<file path="src/rtl/run_ctrl_pkg.sv">
// Shared types for the CPU run controller: FSM states, result codes, counter width.
package run_ctrl_pkg;

    localparam int CYCLE_W = 32;

    typedef enum logic [2:0] {
        ST_IDLE,
        ST_RESET_HOLD,
        ST_ARM,
        ST_RUN,
        ST_DONE
    } run_state_t;

    typedef enum logic [1:0] {
        STAT_OK        = 2'd0,
        STAT_TIMEOUT   = 2'd1,
        STAT_CONFLICT  = 2'd2,
        STAT_NO_ACTIVE = 2'd3
    } run_status_t;

endpackage

</file>
<file path="src/rtl/sat_counter.sv">
// Purpose: W-bit up counter with synchronous clear that sticks at all-ones.
// Latency: count visible the cycle after the enabled edge; clear wins over enable.
// Backpressure: none; en simply stalls the count.
module sat_counter #(
    parameter int W = 32
) (
    input  logic         clk,
    input  logic         rst_n,
    input  logic         clr,
    input  logic         en,
    output logic [W-1:0] cnt
);

    always_ff @(posedge clk or negedge rst_n) begin
        if (!rst_n) begin
            cnt <= '0;
        end else if (clr) begin
            cnt <= '0;
        end else if (en && (cnt != {W{1'b1}})) begin
            cnt <= cnt + W'(1);
        end
    end

endmodule

</file>
<file path="src/rtl/cpu_run_controller.sv">
// Purpose: sequences CPU reset/clock-enable, counts RUN cycles, reports OK/TIMEOUT/CONFLICT/NO_ACTIVE (conflict check: RUN_CTRL_CONFLICT_CHECK_EN).
// Latency: cpu_reset rises 1 cycle after start; result/status valid the cycle done rises.
// Backpressure: start is ignored while busy; no other flow control.
module cpu_run_controller
    import run_ctrl_pkg::*;
#(
    parameter int unsigned TIMEOUT_CYCLES    = 15,
    parameter int unsigned RESET_HOLD_CYCLES = 1,
    parameter int          DATA_W            = 32
) (
    input  logic               clk,
    input  logic               reset,
    input  logic               start,
    output logic               cpu_reset,
    output logic               cpu_clk_enable,
    input  logic               cpu_active,
    input  logic               cpu_data_read,
    input  logic               cpu_data_write,
    input  logic [DATA_W-1:0]  register_v0,
    output logic               busy,
    output logic               done,
    output run_status_t        status,
    output logic [DATA_W-1:0]  result,
    output logic [CYCLE_W-1:0] cycle_count
);

    localparam int HOLD_W = (RESET_HOLD_CYCLES > 1) ? $clog2(RESET_HOLD_CYCLES) : 1;
    localparam logic [HOLD_W-1:0]  HOLD_LAST    = HOLD_W'(RESET_HOLD_CYCLES - 1);
    localparam logic [CYCLE_W-1:0] TIMEOUT_LAST = CYCLE_W'(TIMEOUT_CYCLES - 1);

    // Assertion is asynchronous through the sync flops; release waits two edges.
    logic [1:0] rst_sync_q;
    logic       rst_n_int;

    always_ff @(posedge clk or negedge reset) begin
        if (!reset) begin
            rst_sync_q <= '0;
        end else begin
            rst_sync_q <= {rst_sync_q[0], 1'b1};
        end
    end

    assign rst_n_int = rst_sync_q[1];

    run_state_t         state_q;
    run_state_t         state_d;
    logic               start_run;
    logic               fin;
    run_status_t        fin_status;
    logic               cap_result;
    logic               run_cnt_en;
    logic [HOLD_W-1:0]  hold_cnt;

    always_ff @(posedge clk or negedge rst_n_int) begin
        if (!rst_n_int) begin
            state_q <= ST_IDLE;
        end else begin
            state_q <= state_d;
        end
    end

    always_comb begin
        state_d    = state_q;
        start_run  = 1'b0;
        fin        = 1'b0;
        fin_status = STAT_OK;
        cap_result = 1'b0;
        run_cnt_en = 1'b0;
        case (state_q)
            ST_IDLE, ST_DONE: begin
                if (start) begin
                    state_d   = ST_RESET_HOLD;
                    start_run = 1'b1;
                end
            end
            ST_RESET_HOLD: begin
                if (hold_cnt == HOLD_LAST) begin
                    state_d = ST_ARM;
                end
            end
            ST_ARM: begin
                if (cpu_active) begin
                    state_d = ST_RUN;
                end else begin
                    state_d    = ST_DONE;
                    fin        = 1'b1;
                    fin_status = STAT_NO_ACTIVE;
                end
            end
            ST_RUN: begin
`ifdef RUN_CTRL_CONFLICT_CHECK_EN
                if (cpu_data_read && cpu_data_write) begin
                    state_d    = ST_DONE;
                    fin        = 1'b1;
                    fin_status = STAT_CONFLICT;
                end else
`endif
                if (!cpu_active) begin
                    state_d    = ST_DONE;
                    fin        = 1'b1;
                    fin_status = STAT_OK;
                    cap_result = 1'b1;
                end else if (cycle_count == TIMEOUT_LAST) begin
                    state_d    = ST_DONE;
                    fin        = 1'b1;
                    fin_status = STAT_TIMEOUT;
                end else begin
                    run_cnt_en = 1'b1;
                end
            end
            default: state_d = ST_IDLE;
        endcase
    end

`ifndef RUN_CTRL_CONFLICT_CHECK_EN
    logic unused_rw;
    assign unused_rw = cpu_data_read ^ cpu_data_write;
`endif

    // Control outputs are a pure decode of the state register.
    always_comb begin
        cpu_reset      = 1'b0;
        cpu_clk_enable = 1'b0;
        busy           = 1'b0;
        done           = 1'b0;
        case (state_q)
            ST_RESET_HOLD: begin
                cpu_reset = 1'b1;
                busy      = 1'b1;
            end
            ST_ARM, ST_RUN: begin
                cpu_clk_enable = 1'b1;
                busy           = 1'b1;
            end
            ST_DONE: done = 1'b1;
            default: ;
        endcase
    end

    always_ff @(posedge clk or negedge rst_n_int) begin
        if (!rst_n_int) begin
            status <= STAT_OK;
            result <= '0;
        end else if (start_run) begin
            status <= STAT_OK;
            result <= '0;
        end else begin
            if (fin) begin
                status <= fin_status;
            end
            if (cap_result) begin
                result <= register_v0;
            end
        end
    end

    sat_counter #(.W(HOLD_W)) u_hold_cnt (
        .clk   (clk),
        .rst_n (rst_n_int),
        .clr   (state_q != ST_RESET_HOLD),
        .en    (1'b1),
        .cnt   (hold_cnt)
    );

    sat_counter #(.W(CYCLE_W)) u_cycle_cnt (
        .clk   (clk),
        .rst_n (rst_n_int),
        .clr   (start_run),
        .en    (run_cnt_en),
        .cnt   (cycle_count)
    );

endmodule
</file>
<file path="config.mk">
export PLATFORM = sky130hd
export DESIGN_NAME = cpu_run_controller
export DESIGN_NICKNAME = d
export VERILOG_FILES = /design/src/rtl/run_ctrl_pkg.sv /design/src/rtl/sat_counter.sv /design/src/rtl/cpu_run_controller.sv
export SDC_FILE = /design/constraint.sdc
export NUM_CORES = 1
export LEC_CHECK = 0
export ABC_CLOCK_PERIOD_IN_PS = 2350
export CORE_ASPECT_RATIO = 2
export CORE_MARGIN = 2
export CORE_UTILIZATION = 35
export DETAILED_ROUTE_END_ITERATION = 10
export GPL_TIMING_DRIVEN = 0
export PLACE_DENSITY = 0.74
export SYNTH_ARGS = -nofsm -noshare
export SYNTH_HDL_FRONTEND = slang
export SYNTH_SLANG_ARGS = --single-unit
</file>
<file path="constraint.sdc">
create_clock -name clk -period 2.35 [get_ports clk]
set_input_delay 0.47 -clock clk [delete_from_list [all_inputs] [get_ports clk]]
set_output_delay 0.47 -clock clk [all_outputs]
set_load 0.005 [all_outputs]
</file>
==> results.toml, run 1 <==
[power_and_ir_drop]
clockPowerShare_pct = 31.3
fin_total_pwr_mw = 4.19
cellPowerDensity_mw_per_mm2 = 797
ir_worst_vdd_v = 0.000567
intPower_mw = 2.81
p_comb_share_pct = 29.1
seq_power_share_pct = 39.7
p_leak_nw = 2.11
switching_power_mw = 1.38
p_sw_share_pct = 32.9

[min_path]
min_path_type = "in2async"

[clock_network]
cts_tree = "yes"
cts_buffers = 9
htreeDepth = 3
clock_latency_ns = 0.35
clock-sinks = 72
cts_hold_buf = 0
cts-root-buf = "clkbuf_16"
max-clock-path-buffers = 2
path_clk_slew_ns = 0.06

[layout]
fillCellCount = 959
final_area_sq_mm = 0.00526
syn_to_final_growth_pct = 43.5
antenna_cells = 0
finalNonFillerCells = 668
drive_gt1_share_pct = 9.38
nNetsFinal = 568
post-route-util_pct = 51.8

[run_status]
status = "complete, no violations"

[floorplanning]
start_util_pct = 36.1
dieArea_sq_mm = 0.0113
fp-row-count = 52
fp.dieW_um = 76.3
ios = 108
core_area_sq_mm = 0.0101
die-height_um = 149

[critical_path]
path_max_fanout = 10
worstSetupEndpointType = "register"
crit_slowest_cell = "dfrtp_1"
start_kind = "register"
path_class = "reg2reg"
crit_required_ns = 2.63
worstPathArrival_ns = 2.57
cpPeakStageDelay_ns = 0.46
crit_top_cell = "clkbuf_4"
cp_cell_sequence = "inv_1 > ha_1 > nor3b_1 > nand4_1 > o21ai_1 > clkbuf_4 > clkbuf_4 > o311ai_0 > nand2_1"

[timing]
setup_ws_ns = 0.0507
tightest_slew_ns = 0.894
slew_headroom_pct = 40.4
whs_ns = 0.275
fmax_mhz = 435
rsz0062_at_grt = "true"
tns_ns = 0
setup_viol = 0
skew_ns = 0.00756
slew_violations = 0
finalHoldViolations = 0
fin_crit_sh_pct = 97.8
layout_min_cycle_time_ns = 2.30

[grt]
grt_start_max_net_pins = 71
antenna_found_initial = 0
grt.total_usage_pct = 21.3
grt_pass1_wl_um = 19000
overflow = 0
grt_pass1_vias = 3773

[place]
placed_cell_area_sq_mm = 0.00489
dpl.hpwl_um = 8570
port_buffers = 105
gp_congestion = 0.909
dpl_worst_slack_ns = -0.376
placed_cells = 647

[drt]
drt-initial-drc-count = 321
drt.antenna.violating_nets = 0
drc_errors = 0
vias = 3740
wl_um = 11800
viasPerCell = 5.60
wl_per_cell_um = 17.7
drt_first_pass_iters = 7

[logic_synthesis]
syn_inst = 407
ys_types = 54
ys_seq_area_share_pct = 49.2
syn_area_sq_mm = 0.00366
ys_ff_latch = 72
synth_edf_count = 0
syn-num-nets = 447
yosys_warnings = 0
postSynth.topFlopCell = "dfrtp_1"
postSynthAreaPerCell_sq_um = 9.00
synthArstFlopShare_pct = 100

[flow_run]
cap_violations = 0
==> flip-flops by register name (all words and copies together), names as in the netlist <==
register         cells
rst_sync_q           2
result              32
u_hold_cnt.cnt       1
u_cycle_cnt.cnt     32
status               2
state_q              3
==> power by group through the flow <==
stage | clock, mW | sequential [mW] | combinational [mW]
2_1_floorplan | 0 | 1.66 | 0.450
3_3_place_gp | 0 | 1.66 | 1.18
3_5_place_dp | 0 | 1.67 | 1.20
4_1_cts | 1.32 | 1.66 | 1.22
5_1_grt | 1.37 | 1.69 | 1.34
6_report | 1.31 | 1.66 | 1.22
==> cell type report <==
cell class	count	area, sq um	share of cell area, %
plain buffers	23	105	2.00
clock buffers	9	225	4.28
well taps	135	169	3.21
repair buffers	112	1100	21.0
flip-flops and latches	72	1810	34.4
inverters	7	26.3	0.500
multi-input cells	303	1760	33.6
clock inverters	7	56.3	1.07
==> final timing paths <==
path | from | cells after the start | to | slack (ns)
min in group clk | rst_sync_q[0] | 0 | rst_sync_q[1] | 0.36
max in group asynchronous | rst_sync_q[1] | 0 | u_cycle_cnt.cnt[18] | 1.28
worst max register to register | u_cycle_cnt.cnt[0] | 9 | u_cycle_cnt.cnt[18] | 0.05
worst min-delay path | reset | 1 | rst_sync_q[0] | 0.28
worst max-delay path | u_cycle_cnt.cnt[0] | 9 | u_cycle_cnt.cnt[18] | 0.05
worst min register to register | rst_sync_q[0] | 0 | rst_sync_q[1] | 0.36
==> synthesized netlist by cell type, types with 2 or more instances <==
cell	count	area, sq um
o31ai_1	5	37.5
o311ai_1	4	35.0
mux2i_1	5	50.1
nor3_1	7	35.0
and4_1	2	17.5
buf_2	6	30.0
o311ai_0	2	17.5
o211ai_1	8	60.1
nor3_4	2	32.5
a41o_1	2	20.0
ha_1	2	25.0
nand4b_1	2	17.5
or4_1	12	90.1
nand4_1	15	93.8
or3_1	6	37.5
o21ai_0	38	190
buf_1	3	11.3
inv_1	7	26.3
o21ai_1	7	35.0
o2111ai_1	3	26.3
o41ai_1	6	52.6
and2_1	3	18.8
nand2b_1	7	43.8
nand3_1	15	75.1
and3_1	2	12.5
dfrtp_1	72	1800
nand2_1	92	345
nor4_1	6	37.5
a21oi_1	15	75.1
clkbuf_1	14	52.6
nor2_1	14	52.6
==> worst max-delay path: cells and delay by family (launching register included) <==
kind                     cells  cell delay (ns)
flip-flops                   1             0.46
AND/OR/NAND/NOR              3             0.61
buffers and inverters        3             0.59
AO/OA/AOI/OAI                2             0.41
adder cells (fa/ha/maj)      1             0.17
==> what timing repair did <==
action,in CTS,in global routing
endpoints found under the setup margin,11,24
gates resized for setup,2,10
setup buffers,3,4
pin swaps,2,2
hold endpoints to repair,0,0
==> metal layers <==
metal  part of all wire [%]  vias to the layer above  track usage (%)
met5                      0                        -                0
met4                    4.1                        0             11.9
met3                    9.0                       46             6.37
met2                     52                      208             37.7
met1                     35                     1754             22.2
li1                       -                     1732                -
==> cells by family after synthesis <==
kind of cell               after synthesis  synth area share, %
xor gates and xnor gates                 2                0.478
other                                    1                0.102
buffers and inverters                   32                 3.62
DFF                                     72                 49.2
AOI/OAI and AO/OA                       96                 16.3
adders and majority gates                2                0.683
muxes                                    5                 1.37
and+or+nand+nor                        197                 28.2
==> cells in the final DEF (no fill, tap or decap), types with 2 or more instances in the layout <==
cell type	count
dfrtp_1	70
or3_1	6
o2111ai_1	2
o211ai_1	8
nor3_4	3
o311ai_0	2
nor3_2	2
clkdlybuf4s50_1	105
and4_1	2
inv_1	7
o31ai_1	4
clkbuf_16	9
a21oi_1	15
nand4_1	15
nor3_1	5
nand4b_1	2
a41o_1	2
inv_6	2
clkbuf_4	2
clkbuf_2	2
and2_1	3
clkbuf_1	11
o41ai_1	6
nand2_1	92
nor2_1	14
mux2i_1	5
clkinv_4	3
o21ai_1	7
o21ai_0	38
buf_4	8
and3_1	2
nor4_1	6
buf_2	4
or4_1	12
o311ai_1	4
buf_1	3
nand3_1	15
nand2b_1	7
No activity file was read; power rests on OpenSTA's default activity.
==> inputs of run 2 (changes only) <==
--- a/config.mk
+++ b/config.mk
@@ -5,7 +5,7 @@
 export SDC_FILE = /design/constraint.sdc
 export NUM_CORES = 1
 export LEC_CHECK = 0
-export ABC_CLOCK_PERIOD_IN_PS = 2350
+export ABC_CLOCK_PERIOD_IN_PS = 2900
 export CORE_ASPECT_RATIO = 2
 export CORE_MARGIN = 2
 export CORE_UTILIZATION = 35
==> constraint.sdc (replaced) <==
create_clock -name clk -period 2.9 [get_ports clk]
set_input_delay 0.58 -clock clk [delete_from_list [all_inputs] [get_ports clk]]
set_output_delay 0.58 -clock clk [all_outputs]
set_load 0.005 [all_outputs]
==> run 2 against run 1 <==
  * Register-to-register slack better by 0.41 ns
  * Largest cell class unchanged
  * Critical path type is now in2reg
  * Critical path depth shrank 3
  * Sequential power fell by 19%
  * Critical endpoint is now u_cycle_cnt.cnt[8]
  * Flip-flop and latch count unchanged
  * Worst hold slack better by 0.084 ns
  * Wire length is 1.7% lower
  * Global-route usage fell by 0.12 points
  * Utilization fell by 0.88 points
  * Die area is the same
  * Non-clock buffer count shrank 5
  * First-iteration DRC count shrank 4.0%
  * Sequential share of layout area increased by 0.57 points
==> results.toml, run 2 (synthesis gave the netlist of run 1 again) <==
[run_status]
status = "complete, no violations"

[critical_path]
crit_end = "u_cycle_cnt.cnt[8]"
critPathBufInv = 2
path_max_fanout = 10
start_kind = "input port"
worstPathArrival_ns = 2.81
r2r-end = "u_cycle_cnt.cnt[18]"
crit_required_ns = 3.18
reg2regPathDepth = 9
cp_cell_sequence = "clkdlybuf4s50_1 > and4b_1 > buf_2 > o2111ai_1 > or4_1 > nand2_1"
crit_slowest_cell = "or4_1"
r2r_slack_ns = 0.46
cpPeakStageDelay_ns = 0.61
path_class = "in2reg"
worstSetupEndpointType = "register"
timing.rr.start = "u_cycle_cnt.cnt[0]"
cp.depth = 6
cp_top_family = "simple AND/OR/NAND/NOR gates"
worstSetupStartpoint = "cpu_active"

[layout]
layout.cells.most_common_list = "105 x clkdlybuf4s50_1, 92 x nand2_1, 71 x dfrtp_1"
fillCellCount = 973
nNetsFinal = 563
antenna_cells = 0
syn_to_final_growth_pct = 41.1
drive_gt1_share_pct = 6.63
post-route-util_pct = 50.9
layout_commonest_cell = "clkdlybuf4s50_1"
final_area_sq_mm = 0.00517
reg_top3 = "result (32), u_cycle_cnt.cnt (32), state_q (3)"

[timing]
setup_viol = 0
tns_ns = 0
fin_crit_sh_pct = 87.1
slew_violations = 0
slew_headroom_pct = 40.1
fmax_mhz = 396
tightest_slew_ns = 0.899
finalHoldViolations = 0
rsz0062_at_grt = "false"
skew_ns = 0.00763
layout_min_cycle_time_ns = 2.53

[floorplanning]
start_util_pct = 36.1
core_area_sq_mm = 0.0101
fp-row-count = 52
die-height_um = 149
fp.dieW_um = 76.3
ios = 108
dieArea_sq_mm = 0.0113

[clock_network]
cts_buffers = 9
cts_hold_buf = 0
htreeDepth = 3
max-clock-path-buffers = 2
cts_tree = "yes"
path_clk_slew_ns = 0.06
cts-root-buf = "clkbuf_16"
cts.repair.resized = 0
clock_latency_ns = 0.34
cts_setup_buffers = 0
clock-sinks = 72

[drt]
drt_first_pass_iters = 5
vias = 3689
drc_errors = 0
drt-initial-drc-count = 308
wl_per_cell_um = 17.5
wl_um = 11600
drt.antenna.violating_nets = 0
viasPerCell = 5.56

[place]
port_buffers = 105
dpl.hpwl_um = 8570
gp_congestion = 0.909
placed_cell_area_sq_mm = 0.00489

[min_path]
min_path_type = "reg2reg"

[grt]
overflow = 0
grt_pass1_wl_um = 19000
grt_pass1_vias = 3759
grt.total_usage_pct = 21.2
grt_start_max_net_pins = 71
antenna_found_initial = 0

[power_and_ir_drop]
cellPowerDensity_mw_per_mm2 = 652
p_leak_nw = 2.06
ir_worst_vdd_v = 0.000453

[flow_run]
cap_violations = 0
## run 2: cell types whose count changed in the layout (fill, tap and decap cells not counted), sizes merged
cell	previous run	this run
buf	15	10
## run 2: final cells by class
| type | instances | area [sq um] | share of cell area, % |
|---|---|---|---|
| plain buffers | 25 | 106 | 2.06 |
| clock buffers | 9 | 225 | 4.36 |
| clock inverters | 7 | 56.3 | 1.09 |
| inverters | 7 | 26.3 | 0.508 |
| multi-input cells | 303 | 1730 | 33.4 |
| flip-flops and latches | 72 | 1810 | 34.9 |
| well taps | 135 | 169 | 3.27 |
| repair buffers | 105 | 1050 | 20.3 |
## run 2: worst register-to-register path, stage by stage (launching register included)
cell	delay, ns
dfrtp_1	0.46
inv_1	0.11
ha_1	0.16
nor3b_1	0.25
nand4_1	0.29
o21ai_1	0.27
buf_2	0.27
buf_2	0.27
o311ai_0	0.19
nand2_1	0.11
## run 2: worst min path at each step
| stage | start | slack [ns] | cells past startpoint | end |
|---|---|---|---|---|
| 6_report | rst_sync_q[0] | 0.36 | 0 | rst_sync_q[1] |
| 5_1_grt | reset | 0.39 | 1 | rst_sync_q[0] |
| 4_1_cts | rst_sync_q[0] | 0.36 | 0 | rst_sync_q[1] |
| 3_5_place_dp | rst_sync_q[0] | 0.34 | 0 | rst_sync_q[1] |
| 3_3_place_gp | rst_sync_q[0] | 0.34 | 0 | rst_sync_q[1] |
| 2_1_floorplan | reset | 0.28 | 0 | rst_sync_q[0] |
## run 2: metal layers
metal	up-vias	part of all wire [%]	global-route usage, %
li1	1727	-	-
met1	1725	35	22.0
met2	196	53	37.7
met3	41	8.0	6.31
met4	0	4.3	11.6
met5	-	0	0
## run 2: stage by stage
step / power (mW) / setup WS, ns / cells / hold slack [ns]
final: 3.37 / 0.373 / 663 / 0.359
after global routing: 3.55 / 0.265 / 663 / 0.387
after CTS: 3.39 / 0.401 / 663 / 0.359
after detailed placement: 2.33 / 0.0645 / 647 / 0.343
after global placement: 2.30 / -0.0788 / 647 / 0.337
after floorplan: 1.71 / 0.746 / 407 / 0.284
## run 2: report_power, final
| part | internal (mW) | total [mW] | switching, mW | leakage, nW |
|---|---|---|---|---|
| logic | 0.489 | 0.973 | 0.484 | 0.937 |
| clock network | 0.588 | 1.05 | 0.465 | 0.136 |
| registers | 1.19 | 1.34 | 0.152 | 0.985 |
| total | 2.27 | 3.37 | 1.10 | 2.06 |
